[config.mk]
export PLATFORM = sky130hd
export DESIGN_NAME = h_pc_stack
export DESIGN_NICKNAME = d
export VERILOG_FILES = /design/src/rtl/h_pc_stack.sv
export SDC_FILE = /design/constraint.sdc
export NUM_CORES = 1
export LEC_CHECK = 0
export ABC_AREA = 1
export ABC_CLOCK_PERIOD_IN_PS = 3200
export BUFFER_PORTS_ARGS = -buffer_cell sky130_fd_sc_hd__buf_4
export CAP_MARGIN = 15
export CORE_MARGIN = 1.5
export CORE_UTILIZATION = 40
export DETAILED_ROUTE_END_ITERATION = 16
export PLACE_DENSITY = 0.55
export SLEW_MARGIN = 10
export SYNTH_ARGS = -nofsm -noshare
export SYNTH_HDL_FRONTEND = slang
export SYNTH_SLANG_ARGS = --single-unit
export TNS_END_PERCENT = 30
[constraint.sdc]
create_clock -name clk -period 3.2 [get_ports clk]
set_input_delay 0.32 -clock clk [delete_from_list [all_inputs] [get_ports clk]]
set_output_delay 0.32 -clock clk [all_outputs]
set_load 0.01 [all_outputs]
[src/rtl/h_pc_stack.sv]
// Program counter with a DEPTH-entry return-address stack and sticky overflow/underflow flags.
// Optional macro H_PC_STACK_CIRC_EN: a call while full overwrites the oldest entry instead of being dropped.
module h_pc_stack #(
  parameter int                 WIDTH      = 16,
  parameter int                 DEPTH      = 8,
  parameter logic [WIDTH-1:0]   RESET_ADDR = '0
) (
  input  logic                     clk,
  input  logic                     rst_n,
  input  logic                     clr,
  input  logic                     load,
  input  logic                     inc,
  input  logic                     call,
  input  logic                     ret,
  input  logic [WIDTH-1:0]         in,
  output logic [WIDTH-1:0]         out,
  output logic [$clog2(DEPTH):0]   level,
  output logic                     empty,
  output logic                     full,
  output logic                     ovf,
  output logic                     unf
);

  localparam int AW = $clog2(DEPTH);
  localparam int LW = AW + 1;

  logic [WIDTH-1:0] stack [DEPTH];
  logic [AW-1:0]    wr_idx;
  logic [AW-1:0]    rd_idx;
  logic [WIDTH-1:0] ret_addr;
  logic             push_en;

  assign ret_addr = out + WIDTH'(1);
  assign empty    = (level == '0);
  assign full     = (level == LW'(DEPTH));

`ifdef H_PC_STACK_CIRC_EN
  logic [AW-1:0] base;

  // When full, base+level wraps onto base itself, i.e. the oldest entry.
  assign wr_idx  = base + level[AW-1:0];
  assign rd_idx  = wr_idx - AW'(1);
  assign push_en = !clr && !ret && call;

  always_ff @(posedge clk or negedge rst_n) begin
    if (!rst_n)
      base <= '0;
    else if (clr)
      base <= '0;
    else if (!ret && call && full)
      base <= base + AW'(1);
  end
`else
  // Low bits of level still address the top correctly when level==DEPTH.
  assign wr_idx  = level[AW-1:0];
  assign rd_idx  = wr_idx - AW'(1);
  assign push_en = !clr && !ret && call && !full;
`endif

  // Stack contents need no reset; level alone defines what is valid.
  always_ff @(posedge clk) begin
    if (push_en)
      stack[wr_idx] <= ret_addr;
  end

  always_ff @(posedge clk or negedge rst_n) begin
    if (!rst_n) begin
      out   <= RESET_ADDR;
      level <= '0;
      ovf   <= 1'b0;
      unf   <= 1'b0;
    end else if (clr) begin
      out   <= RESET_ADDR;
      level <= '0;
      ovf   <= 1'b0;
      unf   <= 1'b0;
    end else if (ret) begin
      if (empty) begin
        unf <= 1'b1;
      end else begin
        out   <= stack[rd_idx];
        level <= level - LW'(1);
      end
    end else if (call) begin
      out <= in;
      if (full)
        ovf <= 1'b1;
      else
        level <= level + LW'(1);
    end else if (load) begin
      out <= in;
    end else if (inc) begin
      out <= ret_addr;
    end
  end

endmodule

==> impl_metrics.toml, run 1 <==
[power]
sequentialPowerShare_pct = 38.6
pwr-share-comb_pct = 34.1
p_leak_nw = 3.22
cellPowerDensity_nw_per_um2 = 879
ir_drop_uv = 474
p_sw_share_pct = 37.9
internal_power_w = 0.00442
p_total_w = 0.00712
clkPwrFrac_pct = 27.3
switchingPower_w = 0.00270

[min_path]
hp-class = "in -> reg"
worstHoldStart = "clr"
hold_depth = 2
min_to = "ovf$_DFFE_PN0P_"

[setup_path]
reg2reg_depth = 8
r2r_setup_slack_ps = 790
required_ps = 3510
r2r_end = "out[9]$_DFFE_PN0P_"
worstSetupPathType = "reg -> reg"
r2r_start = "level[1]$_DFFE_PN0P_"
critPathLaunchType = "register"
worstPathArrival_ps = 2720
endpoint_kind = "register"
cp_max_fo = 17

[die]
io_pins = 47
dieArea_um2 = 18200
die_x_um = 135
die_h_um = 135
fp.coreArea_um2 = 17100
rows = 48
start_util_pct = 40.6

[logic_synthesis]
ys_warn_count = 0
synth_cells = 711
synth_seq_cells = 150
synth_area_um2 = 6950
synth.net_count = 740
syn_avg_cell_area_um2 = 9.78
synthDistinctLibCells = 38
yosysSeqAreaShare_pct = 63.2

[global_route]
grt_max_degree = 69
grt_pass1_wl_mm = 28.0
grt_pass1_vias = 5159
antenna_found_initial = 0
grt-ovfl-total = 0
grtUsageTotal_pct = 20.8

[clock_tree]
cts_tree = "done"
ctsLongestPathBuffers = 2
cts_root_buf = "clkbuf_16"
cts.clk_slew.worst_paths_ps = 70
clock_sinks = 150
ctsHoldBuffers = 1
ctsHtreeMaxLevel = 4
ctsResizeCount = 0
clock_latency_ps = 420
cts-buffers-inserted = 17
cts_setup_buffers = 0

[placement]
gp_congestion = 0.880
dpl.hpwl_mm = 10.8
io_buffers = 46
dp.cells = 966

[sta]
hold_ws_ps = 95.1
tns_ps = 0
drv_slew = 0
finalSetupViolCount = 0
grt_setup_unrepaired = "false"
finalCritPeriodShare_pct = 75.3
finalHoldViolCount = 0
worst_pin_slew_ps = 1040
slew_headroom_pct = 30.3
period_needed_ps = 2410
fmax_ghz = 0.415
clock_skew_ps = 9.46

[final_layout]
n_fill_cell = 1591
layout.nets = 790
final_common_cell = "nand2_1"
layout_common_cells = "166 x nand2_1, 139 x nor2_1, 128 x edfxtp_1"
seq_area_um2 = 4400
syn2layout_area_growth_pct = 16.5
fin_util_pct = 47.3
drive_gt1_share_pct = 15.0
multi_input_area_um2 = 2210
diodes = 0
stdcell_count = 999

[routing]
firstDrtPassIters = 5
routed_via_density = 5.17
wl_per_cell_um = 17.9
dr_total_vias = 5160
post-route-drc-count = 0
wl_mm = 17.8
drt-initial-drc-count = 423
ant_nets = 0

[outcome]
status = "complete, no violations"

[job]
drv_cap = 0
## layer usage
| metal | vias up | wire length (um) | global-route usage, % |
|---|---|---|---|
| met5 | - | 0 | 0 |
| met4 | 0 | 268 | 6.21 |
| met3 | 21 | 753 | 4.35 |
| met2 | 138 | 9160 | 36.9 |
| met1 | 2516 | 7650 | 25.6 |
| li1 | 2485 | - | - |
## per-stage QoR
step                      cell area (um^2)  worst slack [ps]
final                                 8100               791
after global routing                  8100               610
after CTS                             8100               774
after detailed placement              7520               784
after global placement                7520               895
after floorplan                       6950               660
## flip-flops by register name, summed over array words and instances (netlist names)
register	cells
stack	128
out	16
level	4
ovf	1
unf	1
## synthesized netlist by cell type (all sizes together)
master,instances,area (um^2)
nand3b,1,7.51
clkinv,2,7.51
a21oi,17,88.8
xnor2,4,42.6
o211ai,10,85.1
ha,5,62.6
edfxtp,128,3840
buf,25,148
dfrtp,22,551
inv,47,176
nor3,1,5.00
nand3,71,355
o21bai,1,7.51
nand4,4,25.0
o21ai,35,175
nor2,143,549
xor2,3,33.8
clkbuf,5,18.8
or2,13,81.3
nand2,168,636
a31oi,2,12.5
o22ai,2,12.5
fa,1,20.0
a22oi,1,7.51
## layout make-up
cell class | count | area share (%)
Inverter | 49 | 2.27
Sequential cell | 150 | 54.3
Tap cell | 225 | 3.47
Multi-Input combinational cell | 482 | 27.3
Clock inverter | 15 | 1.79
Clock buffer | 17 | 5.25
Timing Repair Buffer | 61 | 5.68
## worst max path at each step
stage	startpoint	to	slack [ps]	cells past startpoint
4_1_cts	level[1]$_DFFE_PN0P_	out[9]$_DFFE_PN0P_	770	8
3_3_place_gp	level[1]$_DFFE_PN0P_	out[9]$_DFFE_PN0P_	900	8
6_report	level[1]$_DFFE_PN0P_	out[9]$_DFFE_PN0P_	790	8
5_1_grt	level[1]$_DFFE_PN0P_	out[14]$_DFFE_PN0P_	610	8
2_1_floorplan	level[0]$_DFFE_PN0P_	stack[1][0]$_DFFE_PP_	660	9
3_5_place_dp	level[1]$_DFFE_PN0P_	out[9]$_DFFE_PN0P_	780	8
## worst max-delay path, cell delays in order, from the launching register on
cell	delay, ps
dfrtp_1	470
inv_1	150
ha_1	280
xnor2_2	840
nand3_1	170
nand3_1	170
nand2_1	80
inv_2	70
a21oi_1	50
## cells by family (layout without fill, tap and decap cells)
| logic type | count (synthesis) | count (layout) | synth area share [%] |
|---|---|---|---|
| compound gates | 68 | 68 | 5.60 |
| fa+ha+maj | 6 | 6 | 1.19 |
| buf+inv | 79 | 142 | 5.04 |
| xor+xnor | 7 | 7 | 1.10 |
| simple gates | 401 | 401 | 23.9 |
| flops | 150 | 150 | 63.2 |
## power by group through the flow
stage	combinational, W	sequential, W	clock, W
4_1_cts	0.00246	0.00274	0.00197
3_5_place_dp	0.00245	0.00278	0
3_3_place_gp	0.00242	0.00278	0
2_1_floorplan	0.00162	0.00278	0
6_report	0.00243	0.00275	0.00194
5_1_grt	0.00273	0.00277	0.00206
(Power assumes the default switching activity.)
==> inputs of run 2 (changes only) <==
Settings changed: ABC_CLOCK_PERIOD_IN_PS 3200 to 2100, PLACE_DENSITY 0.55 to 0.57.
Clock period 3.2 ns to 2.1 ns, I/O delays scaled along.
==> run 2 against run 1 <==
Worst hold slack worse by 12 ps. Flip-flop and latch count unchanged. Via count up 2.2%. Register-to-register slack worse by 650 ps. Global-route usage up 1.7 points. Cell count up 1.6%. Largest cell class unchanged. Highest routed layer unchanged.
==> impl_metrics.toml, run 2 (synthesized netlist as in run 1, its figures left out) <==
[global_route]
grt_pass1_vias = 5310
antenna_found_initial = 0
grt-ovfl-total = 0
grt_max_degree = 69
grtUsageTotal_pct = 22.5
grt_pass1_wl_mm = 29.8

[placement]
io_buffers = 46
place_area_um2 = 7850
gp_congestion = 0.879
dp_slack_ps = 62.6
dpl.hpwl_mm = 12.8

[clock_tree]
cts_tree = "done"
cts_root_buf = "clkbuf_16"
ctsHtreeMaxLevel = 4
ctsLongestPathBuffers = 2
clock_latency_ps = 420
cts_setup_buffers = 0
cts.clk_slew.worst_paths_ps = 60
cts-buffers-inserted = 17
clock_sinks = 150

[power]
sequentialPowerShare_pct = 36.6
ir_drop_uv = 691
p_sw_share_pct = 38.2
pwr-share-comb_pct = 37.3
clkPwrFrac_pct = 26.1
cellPowerDensity_nw_per_um2 = 1350
p_leak_nw = 3.36
switchingPower_w = 0.00435
internal_power_w = 0.00704

[setup_path]
slowest_delay_ps = 460
slowest_stage = "dfrtp_1"
cp_max_fo = 8
worstPathArrival_ps = 2050
worstSetupPathType = "reg -> reg"
crit_top_cell = "nand2_1"
critPathLaunchType = "register"
required_ps = 2190
endpoint_kind = "register"
path_cells = "ha_1 -> nand2_1 -> nor2_2 -> nand2_1 -> o21bai_1 -> nand2_1"

[sta]
tns_ps = 0
grt_setup_unrepaired = "false"
finalCritPeriodShare_pct = 93.3
finalSetupViolCount = 0
clock_skew_ps = 7.68
worst_pin_slew_ps = 804
finalHoldViolCount = 0
period_needed_ps = 1960
slew_headroom_pct = 46.4
layout_setup_ws_ps = 141
hold_ws_ps = 83.5
drv_slew = 0
fmax_ghz = 0.510

[final_layout]
layout.nets = 806
drive_gt1_share_pct = 18.0
syn2layout_area_growth_pct = 21.6
diodes = 0
layout_common_cells = "164 x nand2_1, 130 x nor2_1, 128 x edfxtp_1"
final_common_cell = "nand2_1"
top_register = "stack"
fin_area_um2 = 8460
largest_register_ffs = 128
n_fill_cell = 1591
top_regs = "stack (128), out (16), level (4)"

[die]
dieArea_um2 = 18200
io_pins = 47
start_util_pct = 40.6
rows = 48
fp.coreArea_um2 = 17100
die_h_um = 135
die_x_um = 135

[outcome]
status = "complete, no violations"

[routing]
ant_nets = 0
post-route-drc-count = 0
routed_via_density = 5.20
drt-initial-drc-count = 357
firstDrtPassIters = 5
wl_mm = 19.0
wl_per_cell_um = 18.8
dr_total_vias = 5274

[job]
drv_cap = 0

[min_path]
hp-class = "in -> reg"
run 2: worst paths after layout:
path	slack, ps	from	endpoint	cells past startpoint
worst max-delay path	140	out[1]$_DFFE_PN0P_	stack[0][10]$_DFFE_PP_	6
worst min register to register	500	unf$_DFFE_PN0P_	unf$_DFFE_PN0P_	2
max in group asynchronous	1600	rst_n	level[0]$_DFFE_PN0P_	2
worst min-delay path	80	call	ovf$_DFFE_PN0P_	3
worst max register to register	140	out[1]$_DFFE_PN0P_	stack[0][10]$_DFFE_PP_	6
min in group asynchronous	230	rst_n	unf$_DFFE_PN0P_	2
run 2: through the flow:
| stage | instances | total power, W | util [%] |
|---|---|---|---|
| 2_1_floorplan | 711 | 0.00678 | - |
| 3_3_place_gp | 981 | 0.00846 | 45.8 |
| 3_5_place_dp | 981 | 0.00848 | 45.8 |
| 4_1_cts | 1015 | 0.0114 | 49.3 |
| 5_1_grt | 1015 | 0.0121 | 49.4 |
| 6_report | 1015 | 0.0114 | 49.4 |
run 2: metal layers:
metal | track usage (%) | part of all wire [%] | routed length [um] | vias up
li1 | - | - | - | 2508
met1 | 28.2 | 42 | 7950 | 2586
met2 | 38.5 | 51 | 9680 | 143
met3 | 4.09 | 4.1 | 771 | 37
met4 | 9.26 | 3.4 | 643 | 0
met5 | 0 | 0 | 0 | -
run 2: repair_timing:
action | in CTS | in global routing
endpoints found under the hold margin | 23 | 0
gates resized for setup | 0 | 1
endpoints found under the setup margin | 0 | 15
hold buffers | 2 | 0
run 2: final cells by class:
cell class                      count  area [um^2]  area share, %
Clock inverter                     15          153           1.81
Inverter                           49          184           2.18
Tap cell                          225          282           3.33
Sequential cell                   150         4400           52.0
Clock buffer                       17          425           5.03
Timing Repair Buffer               77          708           8.38
Multi-Input combinational cell    482         2310           27.3
run 2: power groups by stage:
stage          combinational, W  clock (W)  sequential [W]
4_1_cts                 0.00428    0.00300         0.00416
5_1_grt                 0.00473    0.00313         0.00420
3_5_place_dp            0.00427          0         0.00421
3_3_place_gp            0.00424          0         0.00422
2_1_floorplan           0.00254          0         0.00424
6_report                0.00425    0.00297         0.00417
run 2: worst max-delay path: cells and delay by family, from the launching register on:
family	cells	cell delay, ps
simple gates	4	750
flops	1	460
compound gates	1	180
fa+ha+maj	1	230
